File: src/rtl/branch_ctrl.sv
// branch_ctrl: branch/jump resolver (in_* op in, cmp_* to external comparator, redir_* to fetch, flush, link_* writeback, taken_count, busy)
module branch_ctrl #(
  parameter int FLUSH_LEN = 2,
  parameter int CNT_W = 16
) (
  input  logic clk,
  input  logic rst_n,
  input  logic in_valid,
  output logic in_ready,
  input  logic [31:0] in_pc,
  input  logic [31:0] in_imm,
  input  logic [31:0] in_rs1,
  input  logic [31:0] in_rs2,
  input  logic [2:0] in_funct3,
  input  logic [1:0] in_kind,
  output logic [31:0] cmp_a,
  output logic [31:0] cmp_b,
  output logic [2:0] cmp_funct3,
  input  logic cmp_taken,
  output logic redir_valid,
  input  logic redir_ready,
  output logic [31:0] redir_pc,
  output logic flush,
  output logic link_valid,
  output logic [31:0] link_data,
  output logic [CNT_W-1:0] taken_count,
  output logic busy
);
  typedef enum logic [1:0] {IDLE, EVAL, REDIRECT, FLUSH} state_t;
  state_t state;
  logic [31:0] op_pc, op_imm;
  logic [1:0] op_kind;
  logic [3:0] flush_left;
  logic taken;
  logic [31:0] target;
  always_comb begin
    taken = op_kind == 2'b00 ? cmp_taken && cmp_funct3[2:1] != 2'b01 : op_kind != 2'b11;
    target = op_kind == 2'b10 ? (cmp_a + op_imm) & ~32'h1 : op_pc + op_imm;
  end
  assign in_ready = rst_n && state == IDLE;
  assign busy = state != IDLE;
  always_ff @(posedge clk)
    if (!rst_n) begin
      state <= IDLE;
      op_pc <= '0;
      op_imm <= '0;
      op_kind <= '0;
      flush_left <= '0;
      cmp_a <= '0;
      cmp_b <= '0;
      cmp_funct3 <= '0;
      redir_valid <= 1'b0;
      redir_pc <= '0;
      flush <= 1'b0;
      link_valid <= 1'b0;
      link_data <= '0;
      taken_count <= '0;
    end else begin
      link_valid <= 1'b0;
      case (state)
        IDLE: if (in_valid) begin
          op_pc <= in_pc;
          op_imm <= in_imm;
          op_kind <= in_kind;
          cmp_a <= in_rs1;
          cmp_b <= in_rs2;
          cmp_funct3 <= in_funct3;
          state <= EVAL;
        end
        EVAL: begin
          state <= taken ? REDIRECT : IDLE;
          if (taken) begin
            redir_valid <= 1'b1;
            redir_pc <= target;
            if (taken_count != '1) taken_count <= taken_count + 1'b1;
          end
          if (op_kind == 2'b01 || op_kind == 2'b10) begin
            link_valid <= 1'b1;
            link_data <= op_pc + 32'd4;
          end
        end
        REDIRECT: if (redir_ready) begin
          redir_valid <= 1'b0;
          flush <= 1'b1;
          flush_left <= 4'(FLUSH_LEN - 1);
          state <= FLUSH;
        end
        FLUSH: if (flush_left == '0) begin
          flush <= 1'b0;
          state <= IDLE;
        end else flush_left <= flush_left - 1'b1;
        default: state <= IDLE;
      endcase
    end
endmodule
File: config.mk
export PLATFORM = sky130hd
export DESIGN_NAME = branch_ctrl
export DESIGN_NICKNAME = d
export VERILOG_FILES = /design/src/rtl/branch_ctrl.sv
export SDC_FILE = /design/constraint.sdc
export NUM_CORES = 1
export LEC_CHECK = 0
export ABC_CLOCK_PERIOD_IN_PS = 3400
export CAP_MARGIN = 10
export CORE_MARGIN = 2
export CORE_UTILIZATION = 51
export DETAILED_ROUTE_END_ITERATION = 10
export GPL_TIMING_DRIVEN = 0
export MAX_ROUTING_LAYER = met4
export PLACE_DENSITY = 0.82
export SYNTH_ARGS = -nofsm -noshare
export SYNTH_HDL_FRONTEND = slang
export SYNTH_SLANG_ARGS = --single-unit
File: constraint.sdc
create_clock -name clk -period 3.4 [get_ports clk]
set_input_delay 1.02 -clock clk [delete_from_list [all_inputs] [get_ports clk]]
set_output_delay 1.02 -clock clk [all_outputs]
set_load 0.02 [all_outputs]
==> results.ini, run 1 <==
[setup_path]
critPathCaptureType=register
cp.required_ns=3.77
r2r_slack_ns=0.11
cp_slowest_cell=fa_1
crit_type=reg -> reg
r2r_cells=10
timing.critical_path.mode_cell=a211oi_1
rr_startpoint=op_pc[0]$_SDFFE_PN0P_
worst-path-max-fanout=5
cp-startpoint=op_pc[0]$_SDFFE_PN0P_
slowest_delay_ns=0.43
crit_chain=ha_1 -> fa_1 -> a211oi_1 -> o21a_1 -> o211ai_1 -> a41oi_1 -> o21ai_1 -> a221oi_2 -> mux2i_1 -> a211oi_1
r2r_end=redir_pc[26]$_SDFFE_PN0P_
startpoint_type=register
crit_arrival_ns=3.66

[clock_tree]
cts_htree_levels=1
cts_resized=2
cts_setup_buffers=0
clockBufferDepth=3
clock_insertion_delay_worst_skew_ns=0.53
cts_tree=yes
clk_pin_slew_ns=0.06
cts-hold-fix-buffers=0
clock-root-buffer=clkbuf_16
clock-sinks=222
tritoncts.num_buffers=25

[outcome]
outcome=complete, no violations

[routing]
vias=12470
wl_per_cell_um=18.5
drt_iter0_markers=1232
viasPerCell=5.67
drt_first_pass_iters=7
drcViolationCount=0
drtAntennaViolNets=0
wl_um=40800

[place]
gp_congestion=0.976
dp_hpwl_um=32200
post-place-ws_ns=-0.816
post_dp_cell_area_um2=15300
numPortBuffers=288

[yosys]
synth.most_common_cell=nand2_1
synthFlopType=dfxtp_1
seq_area_frac_synth=0.369
synth_edf_count=0
syn_inst=1552
yosys_warnings=0
netlist.area_leader.share=0.369
ys_seq_elements=222
yosys.area.top_type=dfxtp_1
ys_top_cells_by_count=334 x nand2_1, 227 x a21oi_1, 222 x dfxtp_1, 109 x nor2_1, 73 x clkbuf_1
syn_nets=1760
synth_area_um2=12100
async_flop_share=0
ys_types=73
synth.avg_cell_area_um2=7.77
synthTopCellsByArea=dfxtp_1 37%, nand2_1 10%, a21oi_1 9.4%, ha_1 7.1%, xor2_1 4.1%

[timing]
tightest_slew_ns=0.846
setup_viol=0
timing.final.crit_share=0.966
rsz0062_at_grt=no
fmax_mhz=304
slew_violations=0
period_minus_slack_ns=3.29
max_slew_margin=0.436
fin_skew_ns=0.0162
setup_slack_ns=0.114
fin_tns_setup_ns=0
hold_viol_final=0

[final_layout]
design_area_um2=16100
fin_nets=2073
diodes=0
fillers=1939
final_util=0.692
seqCellArea_um2=4440
syn2layout_area_growth_pct=33.8
drive_gt1_frac=0.0394
multiInputGateArea_um2=7120

[global_route]
grt_pass1_wl_um=61500
grt_overflow=0
grtUsageMet2=0.519
globalRoute.busiestLayer=met2
antenna_found_initial=0
grtUsageMet3=0.0501
use_met1=0.424
grt_start_max_net_pins=27
grt_pass1_vias=11775
grt_use_total=0.327

[floorplan]
placementRows=56
core_um2=23300
pin_count=290
die-area_um2=24900
start_util=0.517
die_h_um=158
die_w_um=158

[worst_hold_path]
hold_start=cmp_b[10]$_SDFFE_PN0P_
min_path_type=reg -> reg
holdPathEnd=cmp_b[10]$_SDFFE_PN0P_
min_path_cells=2

[power_and_ir_drop]
p_leak_nw=6.28
ir_drop_uv=385
p_per_area_nw_per_um2=445

[flow_run]
drv_cap=0

-- per-stage QoR --
step	hold WS (ns)	total power [W]	cells
2_1_floorplan	0.434	0.00386	1552
3_3_place_gp	0.441	0.00453	2159
3_5_place_dp	0.447	0.00455	2159
4_1_cts	0.455	0.00719	2198
5_1_grt	0.477	0.00746	2198
6_report	0.452	0.00718	2198
-- flip-flops by register name (all words and copies together) (netlist names), named ones only --
register and cells:
flush 1, taken_count 16, link_data 32, redir_valid 1, op_kind 2, flush_left 4, cmp_funct3 3, state 1
cmp_b 32, redir_pc 32, op_imm 32, cmp_a 32, link_valid 1, op_pc 32
-- metal layers --
layer / wire [um] / vias to the layer above / share of wire
met5: 0 / - / 0
met4: 1560 / 0 / 0.038
met3: 3200 / 104 / 0.079
met1: 17600 / 5755 / 0.43
li1: - / 6082 / -
met2: 18400 / 529 / 0.45
-- area by class of cell --
type	count	area share
multi-input combinational	1218	0.441
sequential	222	0.275
timing repair buffer	288	0.179
clock buffer	33	0.0431
buffer	90	0.0264
tap	319	0.0247
clock inverter	8	0.00589
inverter	20	0.00481
-- worst max-delay path: cells and delay by family (launching register included) --
kind                     cells  cell delay (ns)
adder cells (fa/ha/maj)      2             0.68
flip-flops                   1             0.34
AO/OA/AOI/OAI                7             1.80
multiplexers                 1             0.33
-- where the power goes --
part / leakage (nW) / internal [W] / switching, W
clock: 0.386 / 0.00157 / 0.00108
sequential: 1.81 / 0.00277 / 0.000182
combinational: 4.08 / 0.000682 / 0.000896
-- cells by family (layout without fill, tap and decap cells) --
kind of cell | count (synthesis) | in the layout | synth area share
XOR/XNOR | 90 | 90 | 0.0654
AO/OA/AOI/OAI | 459 | 459 | 0.229
multiplexers | 8 | 8 | 0.00674
AND/OR/NAND/NOR | 591 | 591 | 0.215
adder cells (fa/ha/maj) | 70 | 70 | 0.0739
flip-flops | 222 | 222 | 0.369
buffers and inverters | 112 | 439 | 0.0420
-- placed cells by master, fill, tap and decap left out, types with 8 or more instances in the layout --
| cell | synthesis | layout |
|---|---|---|
| and3_1 | 13 | 13 |
| nand2_1 | 334 | 334 |
| a21oi_1 | 227 | 227 |
| xnor2_1 | 34 | 34 |
| or3_1 | 10 | 10 |
| o211ai_1 | 15 | 15 |
| o21ai_0 | 66 | 65 |
| clkbuf_16 | 0 | 25 |
| a21o_1 | 30 | 30 |
| ha_1 | 68 | 68 |
| nor2_1 | 109 | 108 |
| clkdlybuf4s50_1 | 0 | 288 |
| o21a_1 | 10 | 10 |
| dfxtp_1 | 222 | 222 |
| inv_1 | 19 | 19 |
| and2_1 | 10 | 10 |
| o21bai_1 | 11 | 11 |
| nand2b_1 | 8 | 8 |
| nor3_1 | 17 | 17 |
| nand3_1 | 36 | 36 |
| xor2_1 | 56 | 56 |
| a211oi_1 | 37 | 37 |
| clkbuf_1 | 73 | 75 |
| a31oi_1 | 14 | 14 |
| nand4_1 | 20 | 20 |
-- worst max path at each step --
stage / to / slack (ns)
floorplan: in_ready / 0.34
global placement: in_ready / -0.81
detailed placement: in_ready / -0.82
CTS: in_ready / 0.04
global route: redir_pc[26]$_SDFFE_PN0P_ / 0.007
finish: redir_pc[26]$_SDFFE_PN0P_ / 0.11
Note: power is estimated with default switching activity, not from simulation.
==> run 2: changes to the inputs <==
Settings changed: HOLD_SLACK_MARGIN set to 0.03, PLACE_DENSITY 0.82 to not set, PLACE_DENSITY_LB_ADDON set to 0.1.
==> run 2 against run 1 <==
Against the previous run:
- fmax grew 0.47%
- via count shrank 1.3%
- hold slack is essentially flat
- sequential share of layout area shrank 0.10 points
- total power grew 2.6%
- clock skew shrank 0.00085 ns
- sequential cell count is the same
- critical path depth shrank 5
- routed wire length shrank 1.7%
- final area grew 0.36%
- largest power group unchanged
==> results.ini, run 2 (synthesis results as in run 1) <==
[outcome]
outcome=complete, no violations

[final_layout]
final_cell_mix=334 x nand2_1, 288 x clkdlybuf4s50_1, 227 x a21oi_1
syn2layout_area_growth_pct=34.3
layout_commonest_cell=nand2_1
fin_nets=2072  ; -0.048%
fillers=1971  ; +1.7%
drive_gt1_frac=0.0393  ; -0.0000419
instances_no_fill=2200  ; +0.091%
design_area_um2=16200  ; +0.36%
diodes=0  ; unchanged

[timing]
timing.final.crit_share=0.962  ; -0.00455
setup_viol=0  ; unchanged
tightest_slew_ns=0.868  ; +0.0224 ns
period_minus_slack_ns=3.27  ; -0.0155 ns
max_slew_margin=0.421  ; -0.0149
setup_slack_ns=0.129  ; +0.0155 ns
slew_violations=0  ; unchanged
whs_ns=0.452  ; +0.000181 ns
fin_skew_ns=0.0154  ; -0.000854 ns
hold_viol_final=0  ; unchanged
fmax_mhz=306  ; +0.47%

[routing]
drt_iter0_markers=881  ; -28%
wl_per_cell_um=18.2  ; -1.8%
wl_met1_um=17800  ; +1.5%
met2_length_um=18200  ; -1.4%
vias=12309  ; -1.3%
routed.top_layer=met4
wl_um=40100  ; -1.7%
wl_met3_um=2950  ; -7.8%
drtAntennaViolNets=0  ; unchanged
drt_first_pass_iters=5  ; -2
drcViolationCount=0  ; unchanged
viasPerCell=5.60  ; -1.4%

[floorplan]
die-area_um2=24900  ; unchanged
die_w_um=158  ; unchanged
start_util=0.517  ; unchanged
placementRows=56  ; unchanged
die_h_um=158  ; unchanged
pin_count=290  ; unchanged
core_um2=23300  ; unchanged

[worst_hold_path]
holdPathEnd=cmp_b[19]$_SDFFE_PN0P_
min_path_cells=2  ; unchanged
hold_start=cmp_b[19]$_SDFFE_PN0P_
min_path_type=reg -> reg

[clock_tree]
clk_pin_slew_ns=0.07  ; about the same
clock-root-buffer=clkbuf_16
cts_htree_levels=1  ; unchanged
cts_resized=2  ; unchanged
tritoncts.num_buffers=24  ; -4.0%
clockBufferDepth=3  ; unchanged
clock_insertion_delay_worst_skew_ns=0.53  ; about the same
cts_tree=yes
cts-hold-fix-buffers=0  ; unchanged
clock-sinks=222  ; unchanged
cts_setup_buffers=0  ; unchanged

[power_and_ir_drop]
ir_drop_uv=317  ; -18%
p_sw_w=0.00218  ; +1.2%
p_seq_frac=0.400  ; -0.011
combPwrFrac=0.215  ; -0.005
p_per_area_nw_per_um2=455  ; +2.2%
clkPwrFrac=0.385  ; +0.016
p_int_w=0.00518  ; +3.2%
p_leak_nw=6.30  ; +0.36%
swShare=0.296  ; -0.00413

[global_route]
grt_use_total=0.323  ; -0.00486
grt_pass1_wl_um=60800  ; -1.1%
grt_pass1_vias=11475  ; -2.5%
grt_overflow=0  ; unchanged
grt_start_max_net_pins=27  ; unchanged
antenna_found_initial=0  ; unchanged

[setup_path]
crit_arrival_ns=2.25  ; -1.41 ns
cp.required_ns=2.38  ; -1.39 ns
r2r_end=redir_pc[26]$_SDFFE_PN0P_
rr_startpoint=op_imm[0]$_SDFFE_PN0P_
critPathCaptureType=primary output
crit_type=reg -> out
worst-path-max-fanout=9  ; +4
startpoint_type=register
r2r_cells=10  ; unchanged
r2r_slack_ns=0.17  ; +0.06 ns

[place]
post_dp_cell_area_um2=15300  ; unchanged
numPortBuffers=288  ; unchanged
gp_congestion=0.966  ; -0.97%
post-place-ws_ns=-1.02  ; -0.206 ns
dp_hpwl_um=31200  ; -3.1%
placedCellCount=2159  ; unchanged

[flow_run]
drv_cap=0  ; unchanged

run 2: area by class of cell:
cell class,instances,area [um2],share of cell area
clock buffers,34,699,0.0432
flip-flops and latches,222,4440,0.274
repair buffers,288,2880,0.178
inverters,20,77.6,0.00479
well taps,319,399,0.0246
multi-input cells,1218,7110,0.439
plain buffers,90,425,0.0263
clock inverters,9,154,0.00950
run 2: through the flow:
stage / TNS (ns) / utilization / power [W]
2_1_floorplan: 0 / - / 0.00386
3_3_place_gp: -4.43 / 0.658 / 0.00453
3_5_place_dp: -4.55 / 0.658 / 0.00455
4_1_cts: 0 / 0.694 / 0.00736
5_1_grt: -0.0104 / 0.694 / 0.00763
6_report: 0 / 0.694 / 0.00737
run 2: worst max-delay path by stage:
stage	startpoint	endpoint	slack (ns)	cells past startpoint
2_1_floorplan	rst_n	in_ready	0.34	5
3_3_place_gp	rst_n	in_ready	-0.97	6
3_5_place_dp	rst_n	in_ready	-1.02	6
4_1_cts	op_imm[0]$_SDFFE_PN0P_	redir_pc[26]$_SDFFE_PN0P_	0.04	10
5_1_grt	op_imm[0]$_SDFFE_PN0P_	redir_pc[26]$_SDFFE_PN0P_	-0.01	10
6_report	register	in_ready	0.13	5
run 2: power groups by stage:
| stage | logic (W) | registers [W] | clock network, W |
|---|---|---|---|
| 3_3_place_gp | 0.00154 | 0.00300 | 0 |
| 4_1_cts | 0.00157 | 0.00294 | 0.00285 |
| 6_report | 0.00158 | 0.00295 | 0.00284 |
| 5_1_grt | 0.00171 | 0.00296 | 0.00296 |
| 3_5_place_dp | 0.00155 | 0.00300 | 0 |
| 2_1_floorplan | 0.000796 | 0.00306 | 0 |
run 2: layer usage:
| metal | track usage | vias to the layer above |
|---|---|---|
| li1 | - | 6069 |
| met1 | 0.420 | 5675 |
| met2 | 0.525 | 499 |
| met3 | 0.0474 | 66 |
| met4 | 0.0870 | 0 |
| met5 | - | - |
run 2: critical path: stages, from the launching register on:
cell             delay, ns
dfxtp_1               0.30
clkbuf_1              0.19
nor2_1                0.39
inv_1                 0.14
nor2_1                0.11
clkdlybuf4s50_1       0.61
==> run 3: changes to the inputs <==
Settings changed: CORE_UTILIZATION 51 to 55, DONT_BUFFER_PORTS set to 1.
==> run 3 against run 2 <==
Against the previous run:
- routed wire length down 4.5%
- combinational power shrank 32%
- hold slack better by 0.026 ns
- fmax increased by 2.2%
- sequential power is 5% higher
- count of clock-buffer cells in the layout fell by 5
- core utilization is 8.2 points lower
- critical path depth rose by 5
- via count is 8.4% lower
- sequential share of layout area rose by 6.0 points
- global-route usage rose by 0.29 points
- critical path type is now reg -> reg
- critical endpoint is now redir_pc[26]$_SDFFE_PN0P_
==> results.ini, run 3 (synthesis results as in run 1) <==
[outcome]
outcome=complete, no violations

[setup_path]
r2r_end=redir_pc[26]$_SDFFE_PN0P_
crit_arrival_ns=3.58  ; +1.33 ns
cp.required_ns=3.78  ; +1.40 ns
cp_slowest_cell=fa_1
rr_startpoint=op_imm[0]$_SDFFE_PN0P_
r2r_cells=10  ; unchanged
critPathCaptureType=register
crit_type=reg -> reg
cp-startpoint=op_imm[0]$_SDFFE_PN0P_
slowest_delay_ns=0.45  ; -0.16 ns
startpoint_type=register
r2r_slack_ns=0.20  ; +0.03 ns
worst-path-max-fanout=5  ; -4
crit_chain=ha_1 -> fa_1 -> a211oi_2 -> o21a_1 -> o211ai_1 -> a41oi_1 -> o21ai_1 -> a221oi_2 -> mux2i_1 -> a211oi_1

[power_and_ir_drop]
p_seq_frac=0.443  ; +0.043
clkPwrFrac=0.405  ; +0.020
p_sw_w=0.00213  ; -2.3%
combPwrFrac=0.152  ; -0.063
p_int_w=0.00487  ; -6.1%
p_per_area_nw_per_um2=527  ; +16%
swShare=0.305  ; +0.00833
ir_drop_uv=385  ; +22%
p_leak_nw=5.25  ; -17%

[floorplan]
placementRows=54  ; -3.6%
die-area_um2=23100  ; -7.1%
core_um2=21700  ; -7.0%
die_h_um=152  ; -3.6%
pin_count=290  ; unchanged
start_util=0.556  ; +0.0392
die_w_um=152  ; -3.6%

[worst_hold_path]
hold_start=flush_left[0]$_SDFFE_PN0P_
min_path_cells=1  ; -1
holdPathEnd=flush_left[0]$_SDFFE_PN0P_
min_path_type=reg -> reg

[global_route]
antenna_found_initial=0  ; unchanged
grt_use_total=0.325  ; +0.00286
grt_start_max_net_pins=27  ; unchanged
grt_pass1_vias=10573  ; -7.9%
grt_overflow=0  ; unchanged
grt_pass1_wl_um=58800  ; -3.4%

[clock_tree]
clk_pin_slew_ns=0.07  ; about the same
clockBufferDepth=3  ; unchanged
cts_tree=yes
cts_setup_buffers=0  ; unchanged
clock-sinks=222  ; unchanged
clock-root-buffer=clkbuf_16
cts_htree_levels=1  ; unchanged
cts-hold-fix-buffers=0  ; unchanged
tritoncts.num_buffers=24  ; unchanged
clock_insertion_delay_worst_skew_ns=0.53  ; about the same

[place]
dp_hpwl_um=29800  ; -4.6%
numPortBuffers=0  ; -100%
gp_congestion=0.961  ; -0.48%
post-place-ws_ns=-0.575  ; +0.446 ns

[timing]
setup_viol=0  ; unchanged
timing.final.crit_share=0.941  ; -0.0207
fin_tns_setup_ns=0  ; unchanged
tightest_slew_ns=0.945  ; +0.0776 ns
fmax_mhz=312  ; +2.2%
hold_viol_final=0  ; unchanged
setup_slack_ns=0.200  ; +0.0705 ns
fin_skew_ns=0.0154  ; +0.0000461 ns
rsz0062_at_grt=no
period_minus_slack_ns=3.20  ; -0.0705 ns
slew_violations=0  ; unchanged
whs_ns=0.478  ; +0.0258 ns
max_slew_margin=0.370  ; -0.0517

[routing]
wl_um=38300  ; -4.5%
vias=11276  ; -8.4%
wl_per_cell_um=20.4  ; +12%
viasPerCell=6.02  ; +7.6%
drcViolationCount=0  ; unchanged
drt_iter0_markers=975  ; +11%
drtAntennaViolNets=0  ; unchanged
drt_first_pass_iters=5  ; unchanged

[final_layout]
final_cell_mix=334 x nand2_1, 227 x a21oi_1, 222 x dfxtp_1
syn2layout_area_growth_pct=10.1
layout_commonest_cell=nand2_1
drive_gt1_frac=0.0496  ; +0.0103
diodes=0  ; unchanged
fin_nets=1784  ; -14%

[flow_run]
drv_cap=0  ; unchanged

run 3: cell type report:
type	count	area, um2
clock inverter	14	179
sequential	222	4440
inverter	20	75.1
clock buffer	29	681
buffer	90	424
multi-input combinational	1218	7120
tap	280	350
fill	2050	8410
run 3: repair_timing:
item                       4_1_cts  5_1_grt
pin swaps                        0        0
gates resized for setup          1        2
cloned                           0        0
setup endpoints to repair        2        2
run 3: per-layer routing:
metal | wire length [um] | track usage | part of all wire | vias to the layer above
met5 | 0 | - | 0 | -
met4 | 773 | 0.0717 | 0.020 | 0
met3 | 3230 | 0.0556 | 0.084 | 57
met2 | 17400 | 0.518 | 0.45 | 437
met1 | 16900 | 0.436 | 0.44 | 5271
li1 | - | - | - | 5511
run 3: worst max-delay path, delay by kind of cell, from the launching register on:
kind / cells / cell delay, ns
fa+ha+maj: 2 / 0.69
compound gates: 7 / 1.76
flops: 1 / 0.36
mux: 1 / 0.26
run 3: metrics by stage:
stage                     utilization  cell area [um2]  total power, W  cells
after global routing            0.612            13300         0.00728   1873
after global placement          0.572            12400         0.00418   1832
after floorplan                     -            12100         0.00386   1552
final                           0.612            13300         0.00700   1873
after CTS                       0.612            13300         0.00701   1873
after detailed placement        0.572            12400         0.00420   1832
run 3: worst max path at each step:
stage,endpoint,slack (ns)
4_1_cts,redir_pc[26]$_SDFFE_PN0P_,0.11
3_3_place_gp,in_ready,-0.52
6_report,redir_pc[26]$_SDFFE_PN0P_,0.20
5_1_grt,redir_pc[26]$_SDFFE_PN0P_,0.04
2_1_floorplan,in_ready,0.34
3_5_place_dp,in_ready,-0.58
run 3: power by group through the flow:
| stage | Clock (W) | Combinational, W | Sequential (W) |
|---|---|---|---|
| CTS | 0.00287 | 0.00105 | 0.00309 |
| global route | 0.00297 | 0.00119 | 0.00311 |
| detailed placement | 0 | 0.00104 | 0.00315 |
| global placement | 0 | 0.00103 | 0.00315 |
| finish | 0.00284 | 0.00107 | 0.00310 |
| floorplan | 0 | 0.000796 | 0.00306 |
